===== config.mk =====
export PLATFORM = sky130hd
export DESIGN_NAME = mult8_seq_ctrl_flat
export DESIGN_NICKNAME = d
export VERILOG_FILES = /design/src/rtl/mult8_pkg.sv /design/src/rtl/mult8_seq_ctrl_if.sv /design/src/rtl/mult4x4.sv /design/src/rtl/mult8_seq_ctrl.sv /design/src/flat_wrapper.sv
export SDC_FILE = /design/constraint.sdc
export NUM_CORES = 1
export LEC_CHECK = 0
export ABC_AREA = 1
export CAP_MARGIN = 20
export CORE_MARGIN = 2
export CORE_UTILIZATION = 40
export CTS_CLUSTER_SIZE = 25
export DETAILED_ROUTE_END_ITERATION = 10
export HOLD_SLACK_MARGIN = 0.12
export PLACE_DENSITY = 0.65
export REMOVE_ABC_BUFFERS = 1
export SYNTH_ARGS = -nofsm -noshare
export SYNTH_HDL_FRONTEND = slang
export SYNTH_SLANG_ARGS = --single-unit

===== constraint.sdc =====
create_clock -name clk -period 5.1 [get_ports clk]
set_input_delay 0.765 -clock clk [delete_from_list [all_inputs] [get_ports clk]]
set_output_delay 0.765 -clock clk [all_outputs]
set_load 0.01 [all_outputs]

===== src/rtl/mult8_pkg.sv =====
// Shared types, widths and step codes for the sequential 8x8 multiplier.
package mult8_pkg;
    localparam int OP_W   = 8;
    localparam int NIB_W  = 4;
    localparam int PROD_W = 16;

    typedef enum logic [1:0] {IDLE, CALC, DONE} state_t;

    localparam logic [1:0] STEP_LL = 2'b00;
    localparam logic [1:0] STEP_HL = 2'b01;
    localparam logic [1:0] STEP_LH = 2'b10;
    localparam logic [1:0] STEP_HH = 2'b11;

    // Bit offset of each nibble partial product within the 16-bit product.
    function automatic logic [3:0] step_shift(input logic [1:0] s);
        case (s)
            STEP_LL: step_shift = 4'd0;
            STEP_HH: step_shift = 4'd8;
            default: step_shift = 4'd4;
        endcase
    endfunction
endpackage


===== src/rtl/mult8_seq_ctrl_if.sv =====
// Operand/result handshake bundle for mult8_seq_ctrl.
interface mult8_seq_ctrl_if;
    import mult8_pkg::*;
    logic                 in_valid;
    logic                 in_ready;
    logic [OP_W-1:0]      a_i;
    logic [OP_W-1:0]      b_i;
    logic [1:0]           step_o;
    logic [2*NIB_W-1:0]   pp_o;
    logic                 out_valid;
    logic                 out_ready;
    logic [PROD_W-1:0]    product_o;

    modport master (output in_valid, a_i, b_i, out_ready,
                    input  in_ready, step_o, pp_o, out_valid, product_o);
    modport slave  (input  in_valid, a_i, b_i, out_ready,
                    output in_ready, step_o, pp_o, out_valid, product_o);
endinterface


===== src/rtl/mult4x4.sv =====
// Combinational 4x4 unsigned multiply, 8-bit result.
module mult4x4
    import mult8_pkg::*;
(
    input  logic [NIB_W-1:0]   x,
    input  logic [NIB_W-1:0]   y,
    output logic [2*NIB_W-1:0] p
);
    assign p = {{NIB_W{1'b0}}, x} * {{NIB_W{1'b0}}, y};
endmodule


===== src/rtl/mult8_seq_ctrl.sv =====
// Sequential 8x8 multiplier: one nibble product per cycle, shifted and accumulated.
// Optional MULT8_SEQ_EARLY_ZERO_EN: zero operands skip CALC and go straight to DONE.
module mult8_seq_ctrl
    import mult8_pkg::*;
#(
    parameter int W = OP_W
) (
    input  logic              clk,
    input  logic              rst_n,
    mult8_seq_ctrl_if.slave   bus
);
    state_t                 state, state_nx;
    logic [W-1:0]           a_q, b_q;
    logic [1:0]             step;
    logic [PROD_W-1:0]      acc;
    logic                   ov;
    logic [NIB_W-1:0]       na, nb;
    logic [2*NIB_W-1:0]     pp;
    logic [PROD_W-1:0]      addend;
    logic                   zero_op;

    // step[0] selects the high multiplicand nibble, step[1] the high multiplier nibble.
    assign na = step[0] ? a_q[W-1:W/2] : a_q[W/2-1:0];
    assign nb = step[1] ? b_q[W-1:W/2] : b_q[W/2-1:0];

    mult4x4 u_mul (.x(na), .y(nb), .p(pp));

    assign addend  = {{(PROD_W-2*NIB_W){1'b0}}, pp} << step_shift(step);
    assign zero_op = (bus.a_i == '0) || (bus.b_i == '0);

    always_comb begin
        state_nx = state;
        unique case (state)
            IDLE: if (bus.in_valid) begin
`ifdef MULT8_SEQ_EARLY_ZERO_EN
                state_nx = zero_op ? DONE : CALC;
`else
                state_nx = CALC;
`endif
            end
            CALC: if (step == STEP_HH) state_nx = DONE;
            DONE: if (ov && bus.out_ready) state_nx = IDLE;
            default: state_nx = IDLE;
        endcase
    end

    always_ff @(posedge clk) begin
        if (!rst_n) begin
            state <= IDLE;
            a_q   <= '0;
            b_q   <= '0;
            step  <= STEP_LL;
            acc   <= '0;
            ov    <= 1'b0;
        end else begin
            state <= state_nx;
            unique case (state)
                IDLE: if (bus.in_valid) begin
                    a_q  <= bus.a_i;
                    b_q  <= bus.b_i;
                    acc  <= '0;
                    step <= STEP_LL;
                end
                CALC: begin
                    acc  <= acc + addend;
                    step <= step + 2'd1;
                    if (step == STEP_HH) ov <= 1'b1;
                end
                // Early-zero entry arrives with ov low; it rises one cycle later.
                DONE: ov <= !(ov && bus.out_ready);
                default: ov <= 1'b0;
            endcase
        end
    end

    assign bus.in_ready  = (state == IDLE);
    assign bus.out_valid = ov;
    assign bus.product_o = acc;
    assign bus.step_o    = (state == CALC) ? step : 2'b00;
    assign bus.pp_o      = (state == CALC) ? pp : '0;

    logic unused_zero;
    assign unused_zero = zero_op;
endmodule

===== src/flat_wrapper.sv =====
// flat-port wrapper written by rule: the top's interface ports become plain ports
module mult8_seq_ctrl_flat import mult8_pkg::*;
#(
    parameter int W = OP_W
)
  (clk, rst_n, bus_in_valid, bus_a_i, bus_b_i, bus_out_ready, bus_in_ready, bus_step_o, bus_pp_o, bus_out_valid, bus_product_o);
  mult8_seq_ctrl_if bus_i ();
  input  logic clk;
  input  logic rst_n;
  input wire logic [$bits(bus_i.in_valid)-1:0] bus_in_valid;
  input wire logic [$bits(bus_i.a_i)-1:0] bus_a_i;
  input wire logic [$bits(bus_i.b_i)-1:0] bus_b_i;
  input wire logic [$bits(bus_i.out_ready)-1:0] bus_out_ready;
  output wire logic [$bits(bus_i.in_ready)-1:0] bus_in_ready;
  output wire logic [$bits(bus_i.step_o)-1:0] bus_step_o;
  output wire logic [$bits(bus_i.pp_o)-1:0] bus_pp_o;
  output wire logic [$bits(bus_i.out_valid)-1:0] bus_out_valid;
  output wire logic [$bits(bus_i.product_o)-1:0] bus_product_o;
  assign bus_i.in_valid = bus_in_valid;
  assign bus_i.a_i = bus_a_i;
  assign bus_i.b_i = bus_b_i;
  assign bus_i.out_ready = bus_out_ready;
  assign bus_in_ready = bus_i.in_ready;
  assign bus_step_o = bus_i.step_o;
  assign bus_pp_o = bus_i.pp_o;
  assign bus_out_valid = bus_i.out_valid;
  assign bus_product_o = bus_i.product_o;
  mult8_seq_ctrl #(.W(W)) u_core (.clk(clk), .rst_n(rst_n), .bus(bus_i));
endmodule

==> reports/qor.txt <==
Max-cap violations -> 0
Clock-pin slew on the worst setup and hold paths -> 0.08 ns
Synthesized area -> 2870 sq um
Max H-tree Level -> 2
Ys Warns -> 0
Yosys reg bits -> 37
Period utilization -> 0.950
Final #Nets -> 518
Family with the most delay on the worst path -> adder cells
Synth top area cells -> dfxtp_1, ha_1, nand2_1
Detailed Place HPWL -> 5.73 mm
Final Cell Area -> 3620 sq um
Critical Path Stages -> 26
RSZ-0062 raised after global routing -> false
Max-slew headroom -> 0.594
Buffer and inverter count on the worst path -> 4
Worst clock skew -> 0.00735 ns
GPL Wtd Cong -> 0.857
Dpl cells -> 550
Root Buffer -> clkbuf_8
Yosys cell types -> 35
Routed wire per std cell -> 13.1 um
Fraction of layout cells with a size suffix above 1 -> 0.114
CP Launch Type -> flop
Outcome -> complete, no violations
Post-layout min period -> 4.84 ns
Die width -> 88.7 um
TritonCTS Buffers -> 5
Post-route ant nets -> 0
Drt pass-1 iters -> 4
Critical path data required time -> 5.32 ns
DIE HEIGHT -> 88.7 um
I/O pins -> 48
Slowest stage cell, crit path -> fa_1
Cells on worst reg2reg path -> 26
Largest net degree at the start of global routing -> 21
PwrDens -> 350 nW/um^2
Static Leak -> 1.61 nW
Top-area cell type share of the netlist area -> 0.258
Actual slew at the worst max-slew pin -> 0.605 ns
Fin cells -> 559
Num rows -> 30
Initial Util -> 0.418
Largest stage delay on the critical path -> 0.55 ns
N_diodes -> 0
Core ar. -> 6870 sq um
Total power -> 1.26 mW
Setup crit end kind -> flop
Area growth syn-to-layout -> 26.1%
Vias post-DR -> 2827
CTS tree -> yes
Die area -> 7870 sq um
DRC violations left -> 0
Most used DFF post-synth -> dfxtp_1
Worst-path fanout max -> 6
Post-synthesis cell count -> 414
CTS Hold Bufs -> 0
Port bufs -> 47
Vias in the first global route -> 2539
Initial antenna violation count -> 0
Min-Delay Path Depth -> 1
Max clock buf depth -> 2
Total Neg Setup Slack -> 0 ns
Min Hold Slack -> 0.482 ns
Pre-CTS setup slack -> 0.148 ns
Worst min-delay path category -> flop to flop
# clock sinks -> 37
Area leader, netlist -> dfxtp_1
Post-DP Area -> 3440 sq um
Routed wire length -> 7.31 mm
Register area share after synthesis -> 0.258
First-pass GRT wire length -> 12.1 mm
Peak VDD IR -> 0.204 mV
Later-pin clock latency in the skew report -> 0.30 ns
Ys async rst share -> 0
Syn avg cell area -> 6.93 sq um
Worst EP arrival -> 5.06 ns
Tot GR Track Use -> 0.194
# setup viols final -> 0
Via density -> 5.06
Core Util, Final -> 0.527
Slew Limit Fails -> 0
Kind of critical path -> flop to flop
Cell mode on critical path -> nand2_1
Gr ovfl total -> 0
Hold Fails Final Rpt -> 0
Final WS setup -> 0.257 ns
Post-synth EDFFs -> 0
Fmax -> 206 MHz
Detailed Route Iter0 Violations -> 140
-- final timing paths --
kind	startpoint	endpoint	slack (ns)
worst max register to register	u_core.step[0]	u_core.bus.product_o[15]	0.26
worst min register to register	u_core.step[0]	u_core.step[0]	0.48
worst max-delay path	u_core.step[0]	u_core.bus.product_o[15]	0.26
worst min-delay path	u_core.step[0]	u_core.step[0]	0.48
-- worst register-to-register path, delay by kind of cell, from the launching register on --
family,cells,cell delay [ns]
multiplexers,1,0.17
adder cells (fa/ha/maj),4,1.90
AO/OA/AOI/OAI,3,0.25
flip-flops,1,0.37
XOR/XNOR,1,0.21
AND/OR/NAND/NOR,13,1.53
buffers and inverters,4,0.32
-- cell usage in the layout, fill, tap and decap left out, drive strengths merged --
cell type,count
o22ai,4
and2,1
fa,5
xor2,3
a211oi,1
clkdlybuf4s50,46
o21ai,33
a21boi,1
nor3,2
dlymetal6s2s,1
a221oi,1
bufinv,1
nand4,5
clkinv,3
o221ai,1
a21oi,39
nand3b,1
mux2i,8
buf,4
nand2,83
inv,34
dfxtp,37
ha,31
nor2,74
clkinvlp,1
o21bai,4
or2,9
clkbuf,6
nand3,24
-- final cells by class --
cell class	instances	area (sq um)
fillers	670	3250
clock inverters	2	37.5
well taps	96	120
flip-flops and latches	37	744
clock buffers	6	82.6
inverters	37	139
repair buffers	51	503
multi-input cells	330	1990
-- layer usage --
layer | track usage | vias up | share of wire
met4 | 0.0523 | 0 | 0.0070
met3 | 0.0345 | 6 | 0.054
li1 | - | 1475 | -
met2 | 0.287 | 74 | 0.44
met5 | 0 | - | 0
met1 | 0.288 | 1272 | 0.50
-- report_power, final --
part / switching, mW / leakage (nW) / total (mW) / internal (mW)
registers: 0.0356 / 0.303 / 0.380 / 0.345
clock network: 0.118 / 0.0574 / 0.277 / 0.159
logic: 0.380 / 1.25 / 0.607 / 0.227
-- logic make-up (layout without fill, tap and decap cells) --
group	count (synthesis)	count (layout)	share of synthesized area
XOR/XNOR	3	3	0.00916
AO/OA/AOI/OAI	84	84	0.168
flip-flops	37	37	0.258
adder cells (fa/ha/maj)	36	36	0.170
AND/OR/NAND/NOR	199	199	0.303
multiplexers	8	8	0.0279
buffers and inverters	47	96	0.0636
-- sequential cells by signal (all words and copies together) (netlist names) --
| register | flops |
|---|---|
| u_core.step | 2 |
| u_core.bus.product_o | 16 |
| u_core.b_q | 8 |
| u_core.a_q | 8 |
| u_core.bus.out_valid | 1 |
| u_core.state | 2 |
-- synthesized netlist by cell type, types with 4 or more instances --
master,n
mux2i_1,8
inv_2,6
fa_1,5
o21ai_1,5
nand4_1,4
a21oi_1,36
inv_1,28
o22ai_1,4
nand3_1,18
nor2_1,73
buf_2,5
clkbuf_1,5
o21ai_0,27
or2_2,8
dfxtp_1,37
ha_1,31
nand2_1,81
nand3_2,6
-- repair_timing --
action                     4_1_cts  5_1_grt
gates resized for setup          0       16
setup endpoints to repair        0        9
setup buffers                    0        1
Note: power is estimated with default switching activity, not from simulation.
